**src/rtl/sample_pacer.sv**
```systemverilog
// Sample-rate pacer: divides clk into a sample tick, launches one conversion per tick,
// captures the returned result. Define SAMPLE_PACER_STATS_EN to build the overrun/timeout counters.
module sample_pacer #(
   parameter int PERIOD  = 50,
   parameter int TIMEOUT = 40,
   parameter int W       = 32
) (
   input  logic         clk,
   input  logic         reset,
   input  logic         enable,
   input  logic [W-1:0] adc_data,
   input  logic         adc_valid,
   output logic         start,
   output logic [W-1:0] sample_o,
   input  logic         done,
   input  logic [W-1:0] result_i,
   output logic [W-1:0] out_data,
   output logic         out_valid,
   output logic         busy,
   output logic [15:0]  overrun_cnt,
   output logic [15:0]  timeout_cnt
);

   localparam int CW = $clog2(PERIOD);
   localparam int TW = (TIMEOUT > 1) ? $clog2(TIMEOUT) : 1;

   if (PERIOD < 4) begin : g_bad_period
      $error("sample_pacer: PERIOD must be at least 4");
   end
   if (TIMEOUT >= PERIOD || TIMEOUT < 1) begin : g_bad_timeout
      $error("sample_pacer: TIMEOUT must be in 1..PERIOD-1");
   end

   typedef enum logic [1:0] {
      ST_IDLE,
      ST_LAUNCH,
      ST_WAIT
   } state_t;

   state_t          state;
   state_t          next_state;
   logic [CW-1:0]   tick_cnt;
   logic [TW-1:0]   wait_cnt;
   logic [W-1:0]    hold_q;
   logic            tick;
   logic            launch;
   logic            capture;
   logic            timeout_hit;

   assign tick = (tick_cnt == CW'(PERIOD - 1)) && enable;

   // Dropping enable parks the divider at 0 so the next tick is a full period away.
   always_ff @(posedge clk or posedge reset) begin
      if (reset) begin
         tick_cnt <= '0;
      end else if (!enable || tick_cnt == CW'(PERIOD - 1)) begin
         tick_cnt <= '0;
      end else begin
         // NOTE: sequential state is always written with <= so every flop samples pre-edge values.
         tick_cnt <= tick_cnt + CW'(1);
      end
   end

   always_ff @(posedge clk or posedge reset) begin
      if (reset) begin
         state <= ST_IDLE;
      end else begin
         state <= next_state;
      end
   end

   always_comb begin
      // NOTE: every output of this block gets a default first, so no path can infer a latch.
      next_state  = state;
      launch      = 1'b0;
      capture     = 1'b0;
      timeout_hit = 1'b0;
      unique case (state)
         ST_IDLE: begin
            if (tick) begin
               launch     = 1'b1;
               next_state = ST_LAUNCH;
            end
         end
         ST_LAUNCH: begin
            next_state = ST_WAIT;
         end
         ST_WAIT: begin
            // A done on the final allowed cycle still wins over the timeout.
            if (done) begin
               capture    = 1'b1;
               next_state = ST_IDLE;
            end else if (wait_cnt == TW'(TIMEOUT - 1)) begin
               timeout_hit = 1'b1;
               next_state  = ST_IDLE;
            end
         end
         default: begin
            next_state = ST_IDLE;
         end
      endcase
   end

   assign start = (state == ST_LAUNCH);
   assign busy  = (state != ST_IDLE);

   always_ff @(posedge clk or posedge reset) begin
      if (reset) begin
         wait_cnt <= '0;
      end else if (state == ST_LAUNCH) begin
         wait_cnt <= '0;
      end else if (state == ST_WAIT && !done && !timeout_hit) begin
         wait_cnt <= wait_cnt + TW'(1);
      end
   end

   // A sample arriving on the tick cycle bypasses the hold register into the launch.
   always_ff @(posedge clk or posedge reset) begin
      if (reset) begin
         hold_q   <= '0;
         sample_o <= '0;
      end else begin
         if (adc_valid) begin
            hold_q <= adc_data;
         end
         if (launch) begin
            sample_o <= adc_valid ? adc_data : hold_q;
         end
      end
   end

   always_ff @(posedge clk or posedge reset) begin
      if (reset) begin
         out_data  <= '0;
         out_valid <= 1'b0;
      end else begin
         out_valid <= capture;
         if (capture) begin
            out_data <= result_i;
         end
      end
   end

`ifdef SAMPLE_PACER_STATS_EN
   logic        overrun;
   logic [15:0] overrun_q;
   logic [15:0] timeout_q;

   assign overrun = tick && (state != ST_IDLE);

   // Both counters stick at all-ones until the next reset.
   always_ff @(posedge clk or posedge reset) begin
      if (reset) begin
         overrun_q <= '0;
         timeout_q <= '0;
      end else begin
         if (overrun && overrun_q != 16'hFFFF) begin
            overrun_q <= overrun_q + 16'd1;
         end
         if (timeout_hit && timeout_q != 16'hFFFF) begin
            timeout_q <= timeout_q + 16'd1;
         end
      end
   end

   assign overrun_cnt = overrun_q;
   assign timeout_cnt = timeout_q;
`else
   assign overrun_cnt = 16'h0000;
   assign timeout_cnt = 16'h0000;
`endif

endmodule

```
**config.mk**
```make
export PLATFORM = sky130hd
export DESIGN_NAME = sample_pacer
export DESIGN_NICKNAME = d
export VERILOG_FILES = /design/src/rtl/sample_pacer.sv
export SDC_FILE = /design/constraint.sdc
export NUM_CORES = 1
export LEC_CHECK = 0
export BUFFER_PORTS_ARGS = -buffer_cell sky130_fd_sc_hd__buf_2
export CAP_MARGIN = 40
export CORE_ASPECT_RATIO = 1.4
export CORE_MARGIN = 1.5
export CORE_UTILIZATION = 45
export DETAILED_ROUTE_END_ITERATION = 8
export HOLD_SLACK_MARGIN = 0.12
export PLACE_DENSITY_LB_ADDON = 0.3
export SLEW_MARGIN = 10
export SYNTH_ARGS = -nofsm -noshare
export SYNTH_HDL_FRONTEND = slang
export SYNTH_SLANG_ARGS = --single-unit
```
**constraint.sdc**
```tcl
create_clock -name clk -period 4.4 [get_ports clk]
set_input_delay 0.22 -clock clk [delete_from_list [all_inputs] [get_ports clk]]
set_output_delay 0.22 -clock clk [all_outputs]
set_load 0.1 [all_outputs]
```
==> flow_summary.ini <==
[power_and_ir_drop]
p_seq_frac = 0.447
p_int_uw = 1659
switching_power_uw = 851.4
p_clk_frac = 0.314
ir_drop_uv = 220.0
power.static_leakage_uw = 0.003288
power.density_nw_per_um2 = 409.8
swShare = 0.3392
combinationalPowerShare = 0.239

[cells_and_area]
stdcell_area_sq_um = 6125
multi_input_area_sq_um = 1683
area_growth_pct = 29.98
seqCellArea_sq_um = 2778
final_layout_size_suffix_gt1_frac = 0.4970
layout.cells.non_filler = 635
diodes = 0
fill_cells = 817
fin_nets = 565

[sta]
final.setup.tns_ns = 0
finalSetupViolations = 0
clock.fmax_mhz = 480.6
worst_slew_pin_slew_ns = 0.7899
period_minus_slack_ns = 2.081
fin_skew_ns = 0.008563
period_share = 0.4729
rsz0062_at_grt = false
drv_slew = 0
maxSlewHeadroom = 0.4734
finalHoldViolCount = 0

[yosys]
ys_ff_latch = 111
synth-edff-count = 0
synthAdderAreaFrac = 0.007966
synth-compound-area-share = 0.01646
muxShareOfSynthArea = 0.2631
synth_flop_cell = dfrtp_1
syn_area_sq_um = 4712
ys_async_sr_fraction = 1.000
synth_top_family_by_area = multiplexers
ys_types = 39
postSynthAreaPerCell_sq_um = 15.10
synth-simple-area-share = 0.03505
yosysWarnings = 0
netlist_instances = 312
ys_seq_area_frac = 0.5895
synthXorXnorAreaFrac = 0.005576

[clock_network]
clkTransAtPathRegs_ns = 0.07
cts_tree = done
cts_resized = 0
cts_root_buf = clkbuf_16
h-tree-depth = 3
cts_made_buffers = 9
clock_path_buffers = 2
clk_latency_ns = 0.35
clock_sinks = 111

[placed_design]
hpwlAfterDp_microns = 5932
portBuffers = 135
place_area_sq_um = 5388
dp_cells = 575
gp_congestion = 0.7075

[route]
met3_length_microns = 384
route.detailed.drc = 0
firstDrtPassIters = 4
dr_wl_met2_microns = 4741
wire_per_inst_microns = 14.37
dr.max_layer_used = met4
ant_nets = 0
viasPerCell = 4.688
finalWirelength_microns = 9126
m1WireLength_microns = 3693
num_vias = 2977
drtIter0Drc = 109

[global_route]
grt_max_degree = 63
gr-total-overflow = 0
grt_first_pass_wirelength_microns = 13590
antenna_found_initial = 0
grt_pass1_vias = 2836
grt.total_usage = 0.1632

[critical_path]
worstPathRequired_ns = 4.63
slowest_stage = nand4bb_4
setup.worst_path.end_class = register
reg2reg_from = tick_cnt[1]$_DFF_PP0_
startpoint_type = register
path_cells = inv_1 > ha_1 > nand4b_1 > nand4bb_4 > buf_16 > mux2_4
worst-setup-path-type = reg -> reg
cpPeakStageDelay_ns = 0.55
timing.rr.end = sample_o[3]$_DFFE_PP0P_
arrival_ns = 2.31
rrSetupSlack_ns = 2.32
reg2regPathDepth = 6
cp_max_fo = 18

[outcome]
status = finished, final reports clean

[job]
maxCapViolations = 0

[min_path]
hold_path_end = hold_q[12]$_DFF_PP0_
hold_path_class = in -> reg
hold_depth = 2
min_from = adc_data[12]

[die]
dieArea_sq_um = 11100
ios = 168
core_sq_um = 10290
die_w_microns = 89.49
fp.dieH_microns = 124.1
row_count = 44
floorplan.initialDensity = 0.4577
[cell families after synthesis]
| logic type | count (synthesis) |
|---|---|
| other | 1 |
| XOR/XNOR | 3 |
| adder cells (fa/ha/maj) | 3 |
| buffers and inverters | 53 |
| flip-flops | 111 |
| AO/OA/AOI/OAI | 10 |
| multiplexers | 101 |
| AND/OR/NAND/NOR | 30 |
[power groups by stage]
| stage | combinational (uW) | sequential, uW | clock, uW |
|---|---|---|---|
| 2_1_floorplan | 243 | 1390 | 0 |
| 3_3_place_gp | 562 | 1140 | 0 |
| 3_5_place_dp | 569 | 1140 | 0 |
| 4_1_cts | 600 | 1120 | 811 |
| 5_1_grt | 628 | 1130 | 843 |
| 6_report | 600 | 1120 | 787 |
[what timing repair did]
item,4_1_cts,5_1_grt
endpoints found under the hold margin,104,1
hold buffers,44,1
buffers inserted,0,0
[how the worst max path moves through the flow]
stage | slack, ns | cells past startpoint | end | from
4_1_cts | 2.29 | 6 | sample_o[3]$_DFFE_PP0P_ | tick_cnt[1]$_DFF_PP0_
3_3_place_gp | 2.17 | 5 | sample_o[24]$_DFFE_PP0P_ | tick_cnt[1]$_DFF_PP0_
5_1_grt | 2.18 | 6 | sample_o[3]$_DFFE_PP0P_ | tick_cnt[1]$_DFF_PP0_
3_5_place_dp | 2.30 | 6 | sample_o[0]$_DFFE_PP0P_ | tick_cnt[1]$_DFF_PP0_
6_report | 2.32 | 6 | sample_o[3]$_DFFE_PP0P_ | tick_cnt[1]$_DFF_PP0_
2_1_floorplan | 1.25 | 1 | hold_q[0]$_DFF_PP0_ | reset
[metrics by stage]
stage | utilization | hold WS (ns) | setup WS (ns) | power (uW)
floorplan | - | 0.3651 | 1.249 | 1634
global placement | 0.5207 | 0.4019 | 2.171 | 1700
detailed placement | 0.5233 | 0.4147 | 2.303 | 1712
CTS | 0.5939 | 0.1208 | 2.292 | 2534
global route | 0.5949 | 0.1243 | 2.184 | 2603
finish | 0.5949 | 0.1315 | 2.319 | 2510
[Yosys cell counts, types with 2 or more instances]
cell      count  share of area
mux2_2       62           0.15
mux2i_1       5          0.011
buf_12        3          0.013
nor2_1        6         0.0048
nand2_1      10         0.0080
buf_2         7         0.0074
mux2_4       29          0.092
mux2_1        5          0.012
dfrtp_1     111           0.59
nand4b_1      2         0.0037
inv_1         9         0.0072
ha_1          3         0.0080
buf_4        32          0.051
nand3_1       2         0.0021
xor2_1        2         0.0037
[layer usage]
| metal | up-vias | GRT usage |
|---|---|---|
| li1 | 1367 | - |
| met1 | 1491 | 0.2066 |
| met2 | 97 | 0.2589 |
| met3 | 22 | 0.03777 |
| met4 | 0 | 0.08462 |
| met5 | - | 0 |
[final cells by class]
| class | instances | area share |
|---|---|---|
| clock buffer | 9 | 0.03677 |
| clock inverter | 6 | 0.01001 |
| inverter | 9 | 0.005924 |
| multi-input combinational | 179 | 0.2748 |
| sequential | 111 | 0.4535 |
| tap | 138 | 0.02819 |
| timing repair buffer | 183 | 0.1908 |
[sequential cells by signal, summed over array words and instances (netlist names)]
name and cells:
hold_q 32, out_data 32, sample_o 32, tick_cnt 6
wait_cnt 6, state 2, out_valid 1
[layout by cell type, fill, tap and decap left out, types with 2 or more instances in the layout]
cell type      Yosys  routed
buf_2              7     135
dfrtp_1          111     111
mux2_2            62      62
dlygate4sd3_1      0      45
conb_1             1      32
mux2_4            29      29
nand2_1           10      10
clkbuf_16          0       9
inv_1              9       8
nor2_1             6       6
mux2_1             5       5
mux2i_1            5       5
ha_1               3       3
clkinv_2           0       3
nand4b_1           2       2
nand3_1            2       2
xor2_1             2       2
buf_4             32       2
[worst max-delay path, delay by kind of cell (launching register included)]
| family | cells | cell delay (ns) |
|---|---|---|
| AND/OR/NAND/NOR | 2 | 0.68 |
| buffers and inverters | 2 | 0.42 |
| flip-flops | 1 | 0.40 |
| multiplexers | 1 | 0.30 |
| adder cells (fa/ha/maj) | 1 | 0.15 |
No activity file was read; power rests on OpenSTA's default activity.
